[config.mk]
export PLATFORM = sky130hd
export DESIGN_NAME = atanh_pwq
export DESIGN_NICKNAME = d
export VERILOG_FILES = /design/src/rtl/atanh_pwq.sv
export SDC_FILE = /design/constraint.sdc
export NUM_CORES = 1
export LEC_CHECK = 0
export BUFFER_PORTS_ARGS = -buffer_cell sky130_fd_sc_hd__buf_2
export CAP_MARGIN = 25
export CORE_ASPECT_RATIO = 1.75
export CORE_MARGIN = 2
export CORE_UTILIZATION = 64
export CTS_CLUSTER_SIZE = 25
export DETAILED_ROUTE_END_ITERATION = 12
export PLACE_DENSITY = 0.82
export SYNTH_ARGS = -nofsm -noshare
export SYNTH_HDL_FRONTEND = slang
export SYNTH_SLANG_ARGS = --single-unit
[constraint.sdc]
create_clock -name clk -period 13 [get_ports clk]
set_input_delay 1.3 -clock clk [delete_from_list [all_inputs] [get_ports clk]]
set_output_delay 1.3 -clock clk [all_outputs]
set_load 0.02 [all_outputs]
[src/rtl/atanh_pwq.sv]
// Piecewise-quadratic fixed-point atanh(x) in Q6.11. A single shared multiplier
// evaluates the Horner form over two cycles. The sign is stripped on entry and restored on exit.
module atanh_pwq #(
  parameter int QN = 6,
  parameter int QM = 11
) (
  input  logic              clk,
  input  logic              reset,
  input  logic              in_valid,
  output logic              in_ready,
  input  logic [QN+QM:0]    operand,
  output logic              out_valid,
  input  logic              out_ready,
  output logic [QN+QM:0]    result
);

  localparam int W = QN + QM + 1;
  localparam int PW = 2 * W + 1;

  // Interval thresholds on |x| and the saturation level, all in Q6.11
  localparam logic signed [W-1:0] TH_SAT = W'(1920);
  localparam logic signed [W-1:0] TH_I1  = W'(1024);
  localparam logic signed [W-1:0] TH_I2  = W'(1536);
  localparam logic signed [W-1:0] TH_I3  = W'(1792);
  localparam logic signed [W-1:0] Y_SAT  = W'(3584);

  typedef enum logic [1:0] {IDLE, EVAL1, EVAL2, OUTPUT} state_t;

  state_t state;
  logic sign;
  logic signed [W-1:0] a, p2, p1, p0, t;
  logic signed [W-1:0] x, x_abs;
  logic signed [W-1:0] sel_p2, sel_p1, sel_p0;
  logic signed [W-1:0] mul_a, addend, sum;
  logic signed [PW-1:0] prod;

  assign x     = $signed(operand);
  assign x_abs = x[W-1] ? -x : x;

  // Saturation is decided on the raw operand so abs never sees the most negative code
  always_comb begin
    sel_p2 = '0;
    sel_p1 = '0;
    sel_p0 = Y_SAT;
    if (x >= TH_SAT || x <= -TH_SAT) begin
      sel_p2 = '0;
      sel_p1 = '0;
      sel_p0 = Y_SAT;
    end else if (x_abs < TH_I1) begin
      sel_p2 = W'(631);
      sel_p1 = W'(1934);
      sel_p0 = W'(0);
    end else if (x_abs < TH_I2) begin
      sel_p2 = W'(3664);
      sel_p1 = W'(-1109);
      sel_p0 = W'(763);
    end else if (x_abs < TH_I3) begin
      sel_p2 = W'(15729);
      sel_p1 = W'(-19317);
      sel_p0 = W'(7633);
    end else begin
      sel_p2 = W'(16437);
      sel_p1 = W'(-17762);
      sel_p0 = W'(5681);
    end
  end

  assign mul_a  = (state == EVAL1) ? p2 : t;
  assign addend = (state == EVAL1) ? p1 : p0;
  assign prod   = $signed({{(W+1){mul_a[W-1]}}, mul_a}) * $signed({{(W+1){a[W-1]}}, a});
  assign sum    = W'(prod >>> QM) + addend;

  always_ff @(posedge clk or posedge reset) begin
    if (reset) begin
      state     <= IDLE;
      in_ready  <= 1'b1;
      out_valid <= 1'b0;
      result    <= '0;
      sign      <= 1'b0;
      a         <= '0;
      p2        <= '0;
      p1        <= '0;
      p0        <= '0;
      t         <= '0;
    end else begin
      case (state)
        IDLE: begin
          if (in_valid) begin
            sign     <= x[W-1];
            a        <= x_abs;
            p2       <= sel_p2;
            p1       <= sel_p1;
            p0       <= sel_p0;
            in_ready <= 1'b0;
            state    <= EVAL1;
          end
        end
        EVAL1: begin
          t     <= sum;
          state <= EVAL2;
        end
        EVAL2: begin
          result    <= sign ? -sum : sum;
          out_valid <= 1'b1;
          state     <= OUTPUT;
        end
        OUTPUT: begin
          if (out_ready) begin
            out_valid <= 1'b0;
            in_ready  <= 1'b1;
            state     <= IDLE;
          end
        end
        default: begin
          in_ready  <= 1'b1;
          out_valid <= 1'b0;
          state     <= IDLE;
        end
      endcase
    end
  end

endmodule

==> impl.org, run 1 <==
** Placement
- Before CTS, the worst setup slack after placement is between 2000 and 3000 ps.
- Detail Placement HPWL :: 29.0 mm
- Input and output buffers added on the ports amount to between 40 and 50.
- Placed Instances :: between 1500 and 2000
- Weighted congestion at the end of routability-driven global placement :: slightly above 0.9

** Clocking
- After clock tree synthesis, the flow added hold-fix buffers numbering 0.
- CTS H-Tree Depth :: 3
- Clock tree from TritonCTS :: done
- After clock tree synthesis, the repair step resized 0 gates.
- After clock tree synthesis, the clock-pin slew on the worst setup and hold paths is approximately 60 ps.
- For this design, the sink count on the clock tree is a little under 80.
- The clock passes through at most 2 buffers.
- CTS placed an instance of clkbuf_16 at the clock tree root.
- After clock tree synthesis, the setup repair step added 0 buffers.
- The later pin in the worst-skew pair is clocked with a latency of 340 ps.
- Clock tree synthesis inserted a total of 9 buffers.

** GRT
- The number of antenna violations at the first check in global routing is 0.
- The number of global-route vias before repair is 12200.
- After global routing the overflow that remains totals 0.
- In the global route stage, overall resource usage came out at 31.8%.
- Pin count of the biggest net entering global routing :: between 70 and 80
- The first global-routing pass estimated just under 60 mm of wire.

** Floorplan
- I/O pin count :: 42
- The floorplan step set the die height to 204 microns.
- Placeable Area :: between 20000 and 25000 sq um
- Once the floorplan was initialized, standard cells occupied 64.9% of the core.
- The die covers around 24000 sq um.
- The initialized floorplan defines 73 standard-cell rows.
- Die W :: roughly 120 microns

** Hold path
- Min-delay src :: p2[9]
- In this run the worst hold path is classified as reg -> reg.

** Detailed routing
- First-pass iteration count of the detailed router :: 5
- DRT Wirelength :: approximately 36 mm
- Detailed routing inserted a total of between 10000 and 15000 vias.
- Once detail routing completed, the nets flagged for antenna violations numbered 0.
- Drc violations :: 0
- WL per Instance :: about 18 microns
- Vias per Instance :: roughly 5.7
- The detailed router finished its first iteration with 608 violations.

** Cells and area
- The number of antenna diodes in the final layout is 0.
- Share of post-route cells with drive strength above 1 :: 6.07%
- Area growth, synth to finish :: 5.72%
- The count of cells in the finished layout, fillers not included, comes to between 1500 and 2000.
- After the last flow step, the layout net total stands at a little over 2000.

** Timing
- Final clock period utilization by the worst path :: 80.8%
- Worst Max-Slew Pin Slew :: about 1000 ps
- For the finished layout, the period the worst path requires is roughly 11000 ps.
- Setup violations remaining at the end of the flow were counted as 0.
- Worst slew margin relative to its limit :: ~32%
- Between clock sinks in the finished design, the worst skew comes to approximately 6.6 ps.
- Count of final max-slew check failures :: 0
- The final count of hold timing violations is 0.
- In the post-route analysis, the smallest setup slack over all paths is 2500 ps.
- Total Neg Setup Slack :: 0 ps
- RSZ-0062 raised after global routing :: no
- Peak Freq :: ~0.095 GHz

** Yosys
- Yosys Warn Count :: 0
- Primary flip-flop cell chosen by synthesis mapping :: dfrtp_1
- Yosys mapped a number of flops with a built-in enable equal to 0.
- Synthesized net count :: 2012
- Most used standard cells in the synthesized netlist :: inv_1, fa_1, nand2_1
- Ranked by total cell area, the synthesized netlist is headed by fa_1, dfrtp_1, ha_1, inv_1, and2_1.
- The biggest area contributor in the post-synthesis netlist is fa_1.
- The cell count after synthesis came out at 1622.
- Cell area after synthesis :: roughly 15000 sq um
- Cell with the most instances after synthesis :: inv_1
- Avg Inst Size Synth :: between 9 and 10 sq um
- Number of synthesized register bits :: 77
- Netlist cell types :: 63
- After synthesis, the largest area contributor takes up 36.2% of total cell area.
- Fraction of registers with async set or reset after synthesis :: 100%
- After synthesis, flip-flops and latches occupy 13.2% of the total area.

** Worst setup path
- The slowest stage of the critical path belongs to the cell ha_2.
- STA classifies the critical path startpoint as a register.
- Data arrives at the worst endpoint at 10730 ps.
- Tracing the worst setup path back leads to its startpoint at state[1].
- In this design, the largest share of critical-path delay is due to adder cells.
- The worst setup path is of the reg -> reg kind.
- At the worst endpoint, the required time is between 10000 and 15000 ps.
- Kind of capture point of the worst setup path :: register
- Critical Path Most Common Cell :: fa_1
- The startpoint identified for the worst register-to-register timing path is state[1].
- On the worst path, the slowest cell contributes a delay of about 740 ps.
- Counting both buffers and inverters, the worst setup path holds a total of 6.
- In this run the worst path has a maximum fanout of between 40 and 50.

** Flow run
- Max-cap violations in this run came to 0.

** Outcome
- Run status :: completed
## sequential cells by signal (all words and copies together) (netlist names)
register / flops
a: 18
result: 18
t: 18
p2: 8
p1: 6
p0: 4
state: 2
in_ready: 1
out_valid: 1
sign: 1
## path summary, 6_finish.rpt
| check | end | slack, ps | cells past startpoint |
|---|---|---|---|
| max in group asynchronous | p2[5] | 11560 | 4 |
| hold reg to reg | p2[9] | 480 | 2 |
| min in group asynchronous | out_valid | 900 | 3 |
| setup reg to reg | result[17] | 2500 | 36 |
| setup / recovery | result[17] | 2500 | 36 |
| hold / removal | p2[9] | 480 | 2 |
## metrics by stage
stage	hold slack (ps)	cell area, sq um	utilization, %
2_1_floorplan	442	14600	-
3_3_place_gp	454	15100	66.8
3_5_place_dp	463	15100	66.8
4_1_cts	478	15400	68.3
5_1_grt	513	15500	68.6
6_report	480	15500	68.6
## worst reg2reg max path, delay by kind of cell (launching register included)
family / cells / cell delay (ps)
adder cells (fa/ha/maj): 9 / 4480
AND/OR/NAND/NOR: 10 / 2450
AO/OA/AOI/OAI: 7 / 1670
buffers and inverters: 6 / 690
XOR/XNOR: 3 / 420
flip-flops: 1 / 400
multiplexers: 1 / 270
## cells in the final DEF, fill, tap and decap left out, drive strengths merged, types with 10 or more instances in the layout
cell / netlist / final
buf: 2 / 55
xor2: 37 / 37
a21oi: 47 / 47
dfrtp: 76 / 76
nand3: 10 / 10
nand2b: 17 / 17
a21o: 22 / 22
nor3: 17 / 17
nor2b: 29 / 29
clkbuf: 59 / 12
ha: 103 / 103
and2: 159 / 159
mux2: 13 / 13
nand2: 200 / 200
nor2: 46 / 46
fa: 265 / 265
o21ai: 50 / 50
xnor2: 44 / 44
inv: 334 / 334
## logic make-up (layout without fill, tap and decap cells)
| group | Yosys count | in the layout | synth area share (%) |
|---|---|---|---|
| xor+xnor | 82 | 82 | 5.00 |
| compound gates | 176 | 176 | 7.80 |
| flops | 77 | 77 | 13.2 |
| fa+ha+maj | 368 | 368 | 45.1 |
| buf+inv | 396 | 406 | 10.2 |
| simple gates | 507 | 507 | 17.5 |
| mux | 16 | 16 | 1.29 |
## cell type report
class | count | area [sq um]
Multi-Input combinational cell | 1149 | 11200
Fill cell | 1773 | 7090
Sequential cell | 77 | 1930
Inverter | 335 | 1260
Tap cell | 300 | 375
Timing Repair Buffer | 55 | 354
Clock buffer | 12 | 256
Clock inverter | 4 | 77.6
## layer usage
layer,global-route usage [%],part of all wire [%],vias up
li1,-,-,4944
met1,34.8,34,5521
met2,57.4,53,400
met3,3.77,4.9,184
met4,21.5,7.5,0
met5,0,0,-
Power of run 1 is not shown: default switching activity piles up to over one toggle a cycle in this logic, so the estimate is an artifact.
==> run 2: changes to the inputs <==
==> constraint.sdc (replaced) <==
create_clock -name clk -period 9.7 [get_ports clk]
set_input_delay 0.97 -clock clk [delete_from_list [all_inputs] [get_ports clk]]
set_output_delay 0.97 -clock clk [all_outputs]
set_load 0.02 [all_outputs]
==> impl.org, run 2 (synthesized netlist as in run 1, its figures left out) <==
** Clocking
- CTS buffer count :: 9 (unchanged)
- The CTS tree is done (unchanged).
- CTS sink cnt :: 77 (unchanged)
- The number of buffers on the longest clock path was 2 (unchanged).
- The source-to-sink clock delay at the later pin of the worst-skew pair came to 350 ps (was 340 ps).
- The clock tree root buffer cell is clkbuf_16 (unchanged).
- CTS H-Tree Depth :: 3 (unchanged)
- CTS Hold Bufs :: 0 (unchanged)
- The clock input transition at the sequential cells of the worst setup and hold paths is 70 ps (was 60 ps).

** Placement
- The final weighted congestion in routability-driven placement came to 0.947 (was 0.911).
- Port Buffer Count :: 41 (unchanged)
- The post-placement cell count is 1941 (was 1913).
- Placed inst area :: 15300 sq um (was 15100 sq um)
- The estimated wirelength of the detail-placed design came to 30.5 mm (was 29.0 mm).

** Floorplan
- The width of the die is 118 microns (unchanged).
- Height of the die :: 204 microns (unchanged)
- The initial core utilization is 64.9% (unchanged).
- Overall die area :: 24100 sq um (unchanged)
- I/O pin count :: 42 (unchanged)
- The row count was 73 (unchanged).
- The area inside the core boundary came to 22600 sq um (unchanged).

** Detailed routing
- The count of antenna-violating nets left after detailed routing was 0 (unchanged).
- First-pass iteration count of the detailed router :: 6 (was 5)
- WL per Instance :: 19.0 microns (was 18.5 microns)
- Drc violations :: 0 (unchanged)
- The vias after detailed routing was 11300 (was 11000).
- First DRT Iteration DRCs :: 745 (was 608)
- The number of vias per cell was 5.75 (was 5.72).
- The final routed wirelength across all metal layers is 37.3 mm (was 35.7 mm).

** Cells and area
- The final antenna diode count is 0 (unchanged).
- Area growth, synth to finish :: 8.03% (was 5.72%)
- Final design area excluding fillers :: 15800 sq um (was 15500 sq um)
- Total Nets Final :: 2047 (was 2017)
- Leading cell types in the layout, fill and taps excluded :: inv_1, fa_1, nand2_1, and2_1, ha_1 (unchanged)
- The commonest non-fill, non-tap cell in the layout was inv_1 (unchanged).
- The fraction of layout instances using a drive strength above 1 was 9.15% (was 6.07%).
- Leading registers by flop count :: a (18), result (18), t (18) (unchanged)
- The area used by multi-input combinational logic was 11300 sq um (was 11200 sq um).
- The count of filler cells inserted in the layout was 1717 (was 1773).
- Post-layout instance count excluding filler cells :: 1962 (was 1932)
- Fin util :: 70.1% (was 68.6%)
- The area of all sequential standard cells is 1930 sq um (unchanged).

** Worst setup path
- The nature of the critical path endpoint is a register (unchanged).
- The worst setup slack for register-to-register paths was 240 ps (was 2500 ps).
- Critical Path Most Common Cell :: fa_1 (unchanged)
- The delay of the slowest cell on the worst path came to 590 ps (was 740 ps).
- The top fanout value on the critical path was 25 (was 44).
- The launch point of the worst reg-to-reg path is state[0] (was state[1]).
- Critical path's slowest cell :: or4_1 (was ha_2)
- The category of the most critical setup path was reg -> reg (unchanged).
- Endpoint of the lowest-slack register-to-register path :: result[17] (unchanged)
- Arr. time, crit path :: 9690 ps (was 10730 ps)
- The worst setup path startpoint was state[0] (was state[1]).
- The depth of the worst register-to-register path came to 33 (was 36).
- The element type at the critical path start is a register (unchanged).
- The required time of the critical path is 9930 ps (was 13220 ps).

** Timing
- Worst Max-Slew Pin Slew :: 896 ps (was 1020 ps)
- Worst slew margin relative to its limit :: 40.3% (was 32.3%)
- Peak Freq :: 0.106 GHz (was 0.0952 GHz)
- The setup clock skew after layout is 8.33 ps (was 6.64 ps).
- Period minus WS final :: 9460 ps (was 10500 ps)
- The total setup violations reported at the end of the flow came to 0 (unchanged).
- The final count of hold timing violations came to 0 (unchanged).
- Final clock period utilization by the worst path :: 97.5% (was 80.8%)
- The max-slew violation total from the final report is 0 (unchanged).

** GRT
- All-Layer GR Usage :: 32.5% (was 31.8%)
- The pin count of the biggest net entering global routing was 78 (unchanged).
- Global-route wire length before repair :: 60.9 mm (was 59.6 mm)
- Initial antenna violation count :: 0 (unchanged)
- The number of global-route vias before repair was 12500 (was 12200).
- The total grt overflow is 0 (unchanged).

** Outcome
- Run status :: completed (unchanged)

** Flow run
- Count of max-cap constraint violations :: 0 (unchanged)

** Hold path
- The origin of the worst min-delay path was p1[9] (was p2[9]).
- The cell depth of the worst hold path was 1 (was 2).
- The hold-critical path endpoint was p1[9] (was p2[9]).
- The worst min-delay path class is reg -> reg (unchanged).
run 2: cell count changes in the layout (fill, tap and decap cells not counted), sizes merged:
cell      change
clkinvlp      +1
bufinv        -1
clkinv        +1
clkbuf        -3
inv           +2
buf          +30
run 2: what timing repair did:
item	4_1_cts	5_1_grt
gates resized for setup	2	29
setup endpoints to repair	2	4
pin swaps	0	4
gates cloned	0	0
buffers inserted	2	1
run 2: worst max path at each step:
stage / endpoint / slack [ps] / cells after the start
floorplan: result[17] / 130 / 36
global placement: result[17] / 100 / 36
detailed placement: result[17] / -130 / 36
CTS: result[17] / 80 / 37
global route: result[17] / -140 / 33
finish: result[17] / 240 / 33
run 2: worst max-delay path: cells and delay by family (launching register included):
| kind | cells | cell delay [ps] |
|---|---|---|
| compound gates | 10 | 2770 |
| fa+ha+maj | 9 | 3460 |
| simple gates | 7 | 1700 |
| mux | 1 | 270 |
| xor+xnor | 1 | 100 |
| flops | 1 | 450 |
| buf+inv | 5 | 570 |
run 2: final cells by class:
cell class	count	share of cell area, %
clock buffers	9	1.42
clock inverters	7	0.578
inverters	335	7.96
multi-input cells	1149	71.7
flip-flops and latches	77	12.2
well taps	300	2.37
repair buffers	85	3.74
run 2: per-stage QoR:
step / hold slack, ps / setup TNS, ps / worst slack (ps)
floorplan: 442 / 0 / 133
detailed placement: 460 / -183 / -128
global route: 507 / -181 / -141
global placement: 455 / 0 / 95.9
finish: 485 / 0 / 242
CTS: 477 / 0 / 75.8
run 2: routing by layer:
layer,GRT usage (%),wire length (microns)
met1,34.4,12700
met2,59.4,19700
met3,3.96,1900
met4,22.9,3040
met5,0,0
Power of run 2 is left out for the same reason.
